**config.mk**
```make
export PLATFORM = sky130hd
export DESIGN_NAME = handshake_tx_sequencer
export DESIGN_NICKNAME = d
export VERILOG_FILES = /design/src/rtl/handshake_tx_sequencer.sv
export SDC_FILE = /design/constraint.sdc
export NUM_CORES = 1
export LEC_CHECK = 0
export BUFFER_PORTS_ARGS = -buffer_cell sky130_fd_sc_hd__buf_2
export CAP_MARGIN = 20
export CORE_ASPECT_RATIO = 0.5
export CORE_UTILIZATION = 35
export DETAILED_ROUTE_END_ITERATION = 12
export GPL_TIMING_DRIVEN = 0
export HOLD_SLACK_MARGIN = 0.05
export PLACE_DENSITY = 0.53
export RECOVER_POWER = 25
export SYNTH_ARGS = -nofsm -noshare
export SYNTH_HDL_FRONTEND = slang
export SYNTH_SLANG_ARGS = --single-unit
```
**constraint.sdc**
```tcl
create_clock -name T_Clock -period 4.9 [get_ports T_Clock]
set_input_delay 0.49 -clock T_Clock [delete_from_list [all_inputs] [get_ports T_Clock]]
set_output_delay 0.49 -clock T_Clock [all_outputs]
set_load 0.03 [all_outputs]
```
**src/rtl/handshake_tx_sequencer.sv**
```systemverilog
// ---------------------------------------------------------------------------
// handshake_tx_sequencer
//
// Transmitter-side front end for the clock-domain-crossing handshaker.
// A producer in the T_Clock domain pushes words into a small FIFO. The
// sequencer sends those words to the handshaker one at a time. Each word is
// sent as a single-cycle HS_Start pulse while HS_Data is held stable. A new
// start is only issued after the handshaker has dropped HS_Busy.
//
// Optional feature (macro HSTX_TIMEOUT_EN):
//   With the macro defined, a busy watchdog runs in WAIT_DONE. When HS_Busy
//   stays high for TIMEOUT cycles, the sticky Timeout flag sets and the FSM
//   returns to IDLE. The word that was in flight is treated as lost.
//   With the macro undefined, the Timeout port does not exist and WAIT_DONE
//   waits indefinitely.
//
// Ports:
//   T_Clock   in   transmitter-domain clock
//   T_Reset   in   asynchronous reset, active-low
//   In_Data   in   word to enqueue
//   In_Write  in   enqueue strobe, one word per cycle
//   In_Full   out  FIFO full (decoded from Count)
//   Count     out  words queued, excluding the word in flight
//   Clear     in   synchronous flush of the queue and the sticky flags
//   Overflow  out  sticky: a write was dropped because the FIFO was full
//   Idle      out  queue empty, FSM in IDLE and HS_Busy low
//   HS_Data   out  to handshaker T_Data
//   HS_Start  out  to handshaker T_Start, one cycle wide
//   HS_Busy   in   from handshaker T_Busy
//   Timeout   out  sticky busy-timeout flag (HSTX_TIMEOUT_EN only)
// ---------------------------------------------------------------------------
module handshake_tx_sequencer #(
    parameter int WID_DATA = 8,
    parameter int DEPTH    = 4,
    parameter int WID_CNT  = 3,
    parameter int TIMEOUT  = 1023
) (
    input  logic                T_Clock,
    input  logic                T_Reset,
    input  logic [WID_DATA-1:0] In_Data,
    input  logic                In_Write,
    output logic                In_Full,
    output logic [WID_CNT-1:0]  Count,
    input  logic                Clear,
    output logic                Overflow,
    output logic                Idle,
    output logic [WID_DATA-1:0] HS_Data,
    output logic                HS_Start,
    input  logic                HS_Busy
`ifdef HSTX_TIMEOUT_EN
    ,
    output logic                Timeout
`endif
);

    localparam int WID_PTR = (DEPTH > 1) ? $clog2(DEPTH) : 1;
    localparam logic [WID_CNT-1:0] CNT_FULL = WID_CNT'(DEPTH);

    typedef enum logic [1:0] {
        IDLE      = 2'd0,
        START     = 2'd1,
        WAIT_DONE = 2'd2
    } state_t;

    state_t               state_q;
    state_t               state_d;
    logic [WID_PTR-1:0]   wr_ptr;
    logic [WID_PTR-1:0]   rd_ptr;
    logic [WID_DATA-1:0]  mem [DEPTH];
    logic                 push;
    logic                 drop;
    logic                 pop;

`ifdef HSTX_TIMEOUT_EN
    localparam int WID_CNT_TO = $clog2(TIMEOUT + 1);
    // When this count is reached with HS_Busy still high, the current cycle
    // is the TIMEOUT-th busy cycle.
    localparam logic [WID_CNT_TO-1:0] TO_LAST = WID_CNT_TO'(TIMEOUT - 1);

    logic [WID_CNT_TO-1:0] to_cnt;
    logic                  to_fire;
`endif

    // Fullness is judged on the registered Count. A write is therefore
    // dropped even in a cycle where a pop frees a slot. Clear has priority
    // over any concurrent write.
    assign push = In_Write && !Clear && (Count != CNT_FULL);
    assign drop = In_Write && !Clear && (Count == CNT_FULL);

    assign In_Full = (Count == CNT_FULL);
    assign Idle    = (Count == '0) && (state_q == IDLE) && !HS_Busy;

    always_comb begin
        state_d = state_q;
        pop     = 1'b0;
`ifdef HSTX_TIMEOUT_EN
        to_fire = 1'b0;
`endif
        case (state_q)
            IDLE: begin
                if ((Count != '0) && !HS_Busy && !Clear) begin
                    state_d = START;
                    pop     = 1'b1;
                end
            end
            // The handshaker samples HS_Start this cycle and raises busy on
            // the same edge, so there is nothing to wait for here.
            START: state_d = WAIT_DONE;
            WAIT_DONE: begin
                if (!HS_Busy) begin
                    state_d = IDLE;
                end
`ifdef HSTX_TIMEOUT_EN
                else if (to_cnt == TO_LAST) begin
                    state_d = IDLE;
                    to_fire = 1'b1;
                end
`endif
            end
            default: state_d = IDLE;
        endcase
    end

    // Queue storage is plain data and needs no reset.
    always_ff @(posedge T_Clock) begin
        if (push) begin
            mem[wr_ptr] <= In_Data;
        end
    end

    always_ff @(posedge T_Clock or negedge T_Reset) begin
        if (!T_Reset) begin
            state_q  <= IDLE;
            wr_ptr   <= '0;
            rd_ptr   <= '0;
            Count    <= '0;
            HS_Start <= 1'b0;
            HS_Data  <= '0;
            Overflow <= 1'b0;
        end else begin
            state_q  <= state_d;
            HS_Start <= pop;
            // HS_Data only changes on a pop. It therefore holds the last
            // word sent through HS_Start and the whole busy period.
            if (pop) begin
                HS_Data <= mem[rd_ptr];
            end
            // Clear flushes the queue only. A transfer already handed to
            // the handshaker runs to completion.
            if (Clear) begin
                wr_ptr   <= '0;
                rd_ptr   <= '0;
                Count    <= '0;
                Overflow <= 1'b0;
            end else begin
                if (push) begin
                    wr_ptr <= wr_ptr + WID_PTR'(1);
                end
                if (pop) begin
                    rd_ptr <= rd_ptr + WID_PTR'(1);
                end
                if (push && !pop) begin
                    Count <= Count + WID_CNT'(1);
                end else if (pop && !push) begin
                    Count <= Count - WID_CNT'(1);
                end
                if (drop) begin
                    Overflow <= 1'b1;
                end
            end
        end
    end

`ifdef HSTX_TIMEOUT_EN
    // WAIT_DONE can only be entered from START, so clearing the counter in
    // START clears it on every entry.
    always_ff @(posedge T_Clock or negedge T_Reset) begin
        if (!T_Reset) begin
            to_cnt  <= '0;
            Timeout <= 1'b0;
        end else begin
            if (state_q == START) begin
                to_cnt <= '0;
            end else if ((state_q == WAIT_DONE) && HS_Busy) begin
                to_cnt <= to_cnt + WID_CNT_TO'(1);
            end
            if (Clear) begin
                Timeout <= 1'b0;
            end else if (to_fire) begin
                Timeout <= 1'b1;
            end
        end
    end
`endif

endmodule

```
# Word-level counts from Yosys, hierarchy flattened
# Memory sizes are Yosys's and may differ from the RTL's. A register that Yosys moved wholly into a read port is not among the register bits.
# Cells that the tools add are included.
[op_classes]
n_addsub = 4
n_mul = 0
div_mod_pow = 0
magnitude_cmp = 0
eq_ne = 6
shift = 0
n_mux = 16
bitwise = 0
reduce_logical = 22
[ops]
columns = ["operator", "n"]
rows = [
  ["$mux 2", 6],
  ["$logic_and 1x1->1", 9],
  ["$mux 3", 3],
  ["$mux 1", 6],
  ["$pmux 2 s3", 1],
  ["$reduce_bool 2->1", 3],
  ["$reduce_bool 3->1", 2],
  ["$logic_not 1->1", 5],
  ["$add 2x1->2 const B", 2],
  ["$add 3x1->3 const B", 1],
  ["$eq 3x3->1 const B", 1],
  ["$logic_not 3->1", 1],
  ["$ne 3x3->1 const B", 1],
  ["$sub 3x1->3 const B", 1],
  ["$eq 2x1->1 const B", 1],
  ["$eq 2x2->1 const B", 1],
  ["$logic_not 2->1", 1],
  ["$ne 2x1->1 const B", 1],
  ["$ne 2x2->1 const B", 1],
  ["$reduce_and 2->1", 1],
]
[word_totals]
register_bits = 11
latch_bits = 0
ram_bits = 32
mem_bits_ro = 0
input_bits = 13
output_inout_bits = 15
word_cells = 55
mem_count = 1
[memory_table]
columns = ["memory", "depth", "word_bits", "rd", "rd_ports_with_merged_regs", "write_ports", "line_no", "rtl"]
rows = [
  ["mem", 4, 8, 1, 1, 1, "69", "logic [WID_DATA-1:0] mem [DEPTH];"],
]

# Depth between registers and ports, before layout
# Gate-level depths: netlist of run 1.
[logic_depth]
word_depth = 9
depth_mapped = 8
mapped_depth_nobuf = 8

# Worst setup path after synthesis of run 1
# No wires, ideal clock.
[synth_path]
path_type = "flip-flop to flip-flop"
startpoint = "reg Count[1]"
endpoint = "reg Count[1]"
setup_time_ps = 82
t_arrival_ps = 2368
required_time_ps = 4818
path_slack_ps = 2449
stages_incl_launch_ff = 8
path_buffers = 0
period_less_slack_ps = 2451
cell_sequence = "dfrtp_1 > or3_1 > nand2_2 > nor2_4 > nor3_1 > fa_1 > or3_1 > a31oi_1"
[synth_between]
elab_chain_cells = 9
word_cells_on_any_way = 17
classes_between = "2 x add/sub; 1 x eq/ne; 5 x mux; 9 x reduce/logical"
[synth_rtl]
columns = ["element", "line_no", "rtl"]
rows = [
  ["start, declared", "43", "output logic [WID_CNT-1:0] Count,"],
  ["start signal, assigned", "163", "Count <= Count + WID_CNT'(1);"],
  ["start signal, assigned", "165", "Count <= Count - WID_CNT'(1);"],
  ["$reduce_bool 3->1 (*)", "101", "if ((Count != '0) && !HS_Busy && !Clear) begin"],
  ["$logic_and 1x1->1 (*) (2 in a row)", "101", ""],
  ["$mux 1 (*)", "101", ""],
  ["$mux 1 (*)", "99", "case (state_q)"],
  ["named net pop", "72", "logic pop;"],
  ["$logic_not 1->1", "162", "if (push && !pop) begin"],
  ["$logic_and 1x1->1", "162", ""],
  ["$mux 3", "162", ""],
  ["$mux 3", "150", "if (Clear) begin"],
]
# The timed path passes the listed nets; every way through them passes the cells marked *. The select of a mux whose other input is x is not followed.
# A chain may end at the register's enable or synchronous reset.

# Final worst setup path of run 1
[layout_path]
startpoint = "reg state_q[0]"
endpoint = "reg Count[2]"
[layout_between]
elab_chain_cells = 6
word_cells_on_any_way = 8
classes_between = "3 x mux; 5 x reduce/logical"
[layout_rtl]
columns = ["element", "line_no", "rtl"]
rows = [
  ["start, declared", "65", "state_t state_q;"],
  ["start signal, assigned", "141", "state_q <= state_d;"],
  ["$logic_not 2->1 (*)", "99", ""],
  ["$mux 1 (*)", "99", ""],
  ["named net pop", "72", ""],
  ["$logic_not 1->1", "162", ""],
  ["$logic_and 1x1->1", "162", ""],
  ["$mux 3", "162", ""],
  ["$mux 3", "150", ""],
]
# The timed path passes the listed nets; every way through them passes the cells marked *.

==> impl_metrics.yaml, run 1 <==
outcome:
  violations: "DRC"
  status: "complete, but fails checks"
synthesis:
  seq_area_frac_synth_pct: 67.4
  synth_fp_nets: 151
  avgSynthCellArea_sq_um: 16.0
  synth-seq-cells: 51
  synth_cells: 133
  synth_area_leaders: "edfxtp_1 (45%), dfrtp_1 (22%), mux4_2 (8.5%), mux2_2 (4.8%), ha_1 (2.3%)"
  synth_cell_types: 32
  synthesis.area_sq_um: 2130
  yosysTopAreaCellShare_pct: 45.1
  yosys.area.top_type: "edfxtp_1"
  ys_warn_count: 0
setup_path:
  r2r_cells: 8
  worst_path_max_delay_cell: "fa_1"
  critPathCaptureType: "flop"
  max_stage_delay_ns: 0.45
  crit_fanout: 10
  r2r_slack_ns: 2.36
  crit_buf_inv: 0
  r2r-end: "Count[2]"
  critPathLaunch: "state_q[0]"
  rr_startpoint: "state_q[0]"
  required_ns: 5.05
  crit_family: "simple AND/OR/NAND/NOR gates"
  worst_setup_path_start_kind: "flop"
  crit_type: "flop to flop"
  worstPathArrival_ns: 2.69
  path_cells: "nor3_2, nand2_2, nor2_4, nor3_1, fa_1, or2_2, a21oi_1, a211oi_1"
timing:
  fin_tns_setup_ns: 0
  finalMaxSlewViolations: 0
  min_period_ns: 2.54
  fmax_mhz: 393
  slew_headroom_pct: 58.8
  finalCritPeriodShare_pct: 51.9
  hold_viol_final: 0
  clock_skew_ns: 0.00644
  setup_violations: 0
  worstMarginPinSlew_ns: 0.618
  fin_ws_ns: 2.36
  rsz0062_at_grt: "no"
placement:
  io_buffers: 26
  hpwl_mm: 2.38
  gp_congestion: 0.771
  place_ws_ns: 2.19
floorplanning:
  ios: 28
  start_util_pct: 37.5
  core_area_sq_um: 5680
  num_rows: 19
  dieHeight_microns: 57.2
  dieArea_sq_um: 6420
  die_x_microns: 112
pwr:
  p_comb_share_pct: 34.9
  power.switching_mw: 0.490
  p_int_mw: 0.941
  ir_worst_vdd_uv: 289
  switching_share_pct: 34.2
  pwr-share-clk_pct: 24.2
  p_leak_nw: 0.941
  seqPwrFrac_pct: 40.9
  power_density_nw_per_um2: 574
route:
  wl_per_cell_microns: 15.0
  drtIter0Drc: 46
  wl_mm: 3.60
  via_per_inst: 4.89
  drc: 2
  firstDrtPassIters: 8
  postRouteAntennaNets: 0
  vias: 1173
final_layout:
  layout-drive-gt1-share_pct: 29.3
  fill_cells: 525
  multi_input_area_sq_um: 651
  regArea_sq_um: 1440
  syn2layout_area_growth_pct: 17.0
  n_antenna_cell: 0
  fin_nets: 184
clocking:
  cts_setup_buffers: 0
  worstSkewPairLatency_ns: 0.28
  cts_buffers: 5
  path_clk_slew_ns: 0.07
  ctsResizeCount: 0
  clkSinkCount: 51
  root_buffer: "clkbuf_16"
  cts_tree: "built"
  cts_buffer_depth: 2
  cts_max_level: 2
  ctsHoldBuffers: 0
global_routing:
  grt_overflow_total: 0
  grt_pass1_wl_mm: 5.93
  grt_pass1_vias: 1123
  antenna_found_initial: 0
  grt_max_degree: 20
  grtUsageTotal_pct: 13.0
hold_path:
  worstHoldPathType: "input pin to asynchronous set/reset pin"
flow_run:
  max-cap-violations: 0
-- power groups by stage --
stage | Sequential (mW) | Clock, mW | Combinational (mW)
after detailed placement | 0.595 | 0 | 0.509
after CTS | 0.587 | 0.357 | 0.510
final | 0.585 | 0.346 | 0.499
after floorplan | 0.686 | 0 | 0.289
after global placement | 0.593 | 0 | 0.504
after global routing | 0.599 | 0.376 | 0.548
-- per-layer routing --
| metal | GRT usage [%] | part of all wire (%) | vias up | wire length [microns] |
|---|---|---|---|---|
| li1 | - | - | 558 | - |
| met1 | 18.2 | 50 | 585 | 1800 |
| met2 | 18.8 | 44 | 25 | 1570 |
| met3 | 4.25 | 4.9 | 5 | 178 |
| met4 | 5.14 | 1.4 | 0 | 52 |
| met5 | 0 | 0 | - | 0 |
-- final cells by class --
class | instances | area share, %
clock inverters | 2 | 0.452
clock buffers | 6 | 5.57
plain buffers | 5 | 0.853
flip-flops and latches | 51 | 57.6
well taps | 73 | 3.66
inverters | 6 | 0.904
repair buffers | 26 | 4.82
multi-input cells | 71 | 26.1
-- cells by family (layout without fill, tap and decap cells) --
logic type / after synthesis / count (layout) / share of synthesized area (%)
DFF: 51 / 51 / 67.4
and+or+nand+nor: 34 / 34 / 8.93
muxes: 18 / 18 / 13.7
buffers and inverters: 11 / 45 / 2.06
AOI/OAI and AO/OA: 10 / 10 / 2.99
adders and majority gates: 5 / 5 / 3.29
xor gates and xnor gates: 4 / 4 / 1.64
-- Yosys cell counts --
master	number
edfxtp_1	32
dfrtp_1	19
mux2_2	9
mux4_2	8
nor2_1	8
nand2_1	7
inv_1	6
and2_1	4
ha_1	4
a21oi_1	3
a31oi_1	3
nand3_1	3
or3_1	3
buf_2	2
clkbuf_1	2
o311ai_0	2
xnor2_1	2
xor2_1	2
a211oi_1	1
buf_1	1
fa_1	1
mux2i_1	1
nand2_2	1
nand2b_1	1
nor2_4	1
nor2b_1	1
nor3_1	1
nor3_2	1
nor4b_2	1
o21ai_0	1
or2_2	1
or3b_1	1
-- how the worst max path moves through the flow --
| stage | to | cells past startpoint | slack [ns] |
|---|---|---|---|
| finish | Count[2] | 8 | 2.36 |
| global route | Count[2] | 8 | 2.15 |
| CTS | Count[2] | 8 | 2.32 |
| detailed placement | Count[1] | 8 | 2.19 |
| global placement | Count[2] | 9 | 2.20 |
| floorplan | Count[1] | 7 | 2.45 |
-- flip-flops by register name, summed over array words and instances (netlist names) --
| name | flops |
|---|---|
| mem | 32 |
| HS_Data | 8 |
| Count | 3 |
| rd_ptr | 2 |
| state_q | 2 |
| wr_ptr | 2 |
| HS_Start | 1 |
| Overflow | 1 |
-- per-stage QoR --
stage	hold WS, ns	utilization, %	instance area, sq um	instances	total power [mW]
2_1_floorplan	0.194	-	2130	133	0.976
6_report	0.154	43.9	2490	240	1.43
3_3_place_gp	0.482	41.4	2350	232	1.10
3_5_place_dp	0.491	41.4	2350	232	1.10
5_1_grt	0.197	43.9	2490	240	1.52
4_1_cts	0.182	44.0	2500	240	1.45
-- cells in the final DEF (no fill, tap or decap), drive strengths merged --
cell,count
edfxtp,32
buf,21
dfrtp,19
clkbuf,16
mux2,9
nor2,9
mux4,8
nand2,8
inv,6
and2,4
ha,4
or3,3
nand3,3
a21oi,3
a31oi,3
o311ai,2
xor2,2
xnor2,2
nor3,2
or3b,1
nand2b,1
or2,1
a211oi,1
mux2i,1
nor2b,1
nor4b,1
o21ai,1
fa,1
clkinvlp,1
clkinv,1
Power figures use the tool's default switching activity.
==> inputs of run 2 (changes only) <==
==> constraint.sdc (replaced) <==
create_clock -name T_Clock -period 2.35 [get_ports T_Clock]
set_input_delay 0.235 -clock T_Clock [delete_from_list [all_inputs] [get_ports T_Clock]]
set_output_delay 0.235 -clock T_Clock [all_outputs]
set_load 0.03 [all_outputs]
==> run 2 against run 1 <==
The run still ends with DRC left. Sequential power up 110%. Critical path depth shrank 1. Clock-buffer cell count shrank 1. Largest cell class unchanged.
==> impl_metrics.yaml, run 2 (synthesized netlist as in run 1, its figures left out) <==
final_layout:
  layout_common_cells: "edfxtp_1 (32), buf_2 (20), dfrtp_1 (16), clkbuf_1 (10), mux2_2 (9)"
  fin_nets: 191
  fill_cells: 518
  regArea_sq_um: 1440
  n_antenna_cell: 0
  layout_commonest_cell: "edfxtp_1"
  largest-register: "mem"
  syn2layout_area_growth_pct: 21.4
  largest_registers: "mem (32), HS_Data (8), Count (3)"
  multi_input_area_sq_um: 688
  layout-drive-gt1-share_pct: 36.2
  largest_reg_flops: 32
  final_util_pct: 45.5
outcome:
  status: "complete, but fails checks"
  violations: "DRC"
placement:
  io_buffers: 26
  place_ws_ns: -0.254
  gp_congestion: 0.755
  hpwl_mm: 2.53
setup_path:
  critPathCaptureType: "flop"
  cp.depth: 7
  worst_path_max_delay_cell: "fa_2"
  worstPathArrival_ns: 2.46
  crit_type: "flop to flop"
  crit_family: "simple AND/OR/NAND/NOR gates"
  path_cells: "or3_4, nand2_4, nor2_4, nor3_4, fa_2, or3_1, a31oi_1"
  crit_buf_inv: 0
  required_ns: 2.56
  worst_setup_path_start_kind: "flop"
  crit_fanout: 5
  r2r_cells: 7
  max_stage_delay_ns: 0.49
floorplanning:
  core_area_sq_um: 5680
  num_rows: 19
  dieArea_sq_um: 6420
  die_x_microns: 112
  start_util_pct: 37.5
  dieHeight_microns: 57.2
  ios: 28
clocking:
  cts_max_level: 2
  clkSinkCount: 51
  cts_buffer_depth: 2
  path_clk_slew_ns: 0.07
  root_buffer: "clkbuf_16"
  cts_buffers: 5
  worstSkewPairLatency_ns: 0.29
  cts_tree: "built"
route:
  firstDrtPassIters: 8
  drc: 2
  drtIter0Drc: 11
  wl_mm: 3.79
  via_per_inst: 4.86
  vias: 1200
  wl_per_cell_microns: 15.3
  postRouteAntennaNets: 0
timing:
  finalMaxSlewViolations: 0
  fin_tns_setup_ns: 0
  holdWs_ns: 0.202
  setup_violations: 0
  slew_headroom_pct: 60.4
  fin_ws_ns: 0.100
  worstMarginPinSlew_ns: 0.594
  clock_skew_ns: 0.00459
  hold_viol_final: 0
  fmax_mhz: 444
  finalCritPeriodShare_pct: 95.7
  min_period_ns: 2.25
flow_run:
  max-cap-violations: 0
global_routing:
  grt_pass1_vias: 1199
  grtUsageTotal_pct: 14.1
  grt_pass1_wl_mm: 6.41
  grt_max_degree: 20
  antenna_found_initial: 0
  grt_overflow_total: 0
pwr:
  power_density_nw_per_um2: 1200
  p_leak_nw: 0.974
  ir_worst_vdd_uv: 649
hold_path:
  worstHoldPathType: "input pin to flop"
  holdPathStages: 1
-- run 2: path summary, 6_finish.rpt --
check                           startpoint    endpoint  slack, ns
worst max-delay path              Count[0]    Count[1]       0.10
worst min-delay path            In_Data[7]   mem[1][7]       0.20
worst max register to register    Count[0]    Count[1]       0.10
worst min register to register  HS_Data[6]  HS_Data[6]       0.50
max in group asynchronous          T_Reset    Count[0]       1.55
min in group asynchronous          T_Reset  HS_Data[7]       0.44
-- run 2: routing by layer --
| layer | part of all wire, % | track usage [%] |
|---|---|---|
| met5 | 0 | 0 |
| met4 | 2.2 | 7.43 |
| met3 | 3.7 | 4.36 |
| met2 | 49 | 22.7 |
| met1 | 45 | 17.7 |
-- run 2: worst register-to-register path: stages, from the launching register on --
cell and delay (ns):
dfrtp_2 0.43, or3_4 0.43, nand2_4 0.10, nor2_4 0.05, nor3_4 0.15, fa_2 0.49, or3_1 0.35, a31oi_1 0.17
-- run 2: timing repair --
| action | in CTS | in global routing |
|---|---|---|
| resized for setup | 1 | 5 |
| hold endpoints to repair | 19 | 0 |
| buffers inserted | 1 | 5 |
| pin swaps | 2 | 4 |
| hold buffers | 1 | 0 |
| endpoints found under the setup margin | 2 | 2 |
-- run 2: report_power, final --
part           total (mW)  internal [mW]  switching, mW
sequential           1.23           1.13          0.102
clock               0.712          0.398          0.314
combinational        1.17          0.506          0.661
total                3.11           2.03           1.08
-- run 2: cell type report --
class	instances	area share (%)
repair buffers	33	6.77
well taps	73	3.53
plain buffers	5	0.822
clock buffers	5	4.84
inverters	6	0.870
flip-flops and latches	51	55.7
clock inverters	3	0.919
multi-input cells	71	26.6
-- run 2: stage by stage --
| stage | power [mW] | area, sq um | instances |
|---|---|---|---|
| after global routing | 3.31 | 2590 | 247 |
| after CTS | 3.08 | 2540 | 242 |
| final | 3.11 | 2590 | 247 |
| after detailed placement | 2.34 | 2370 | 232 |
| after floorplan | 2.07 | 2150 | 133 |
| after global placement | 2.32 | 2370 | 232 |
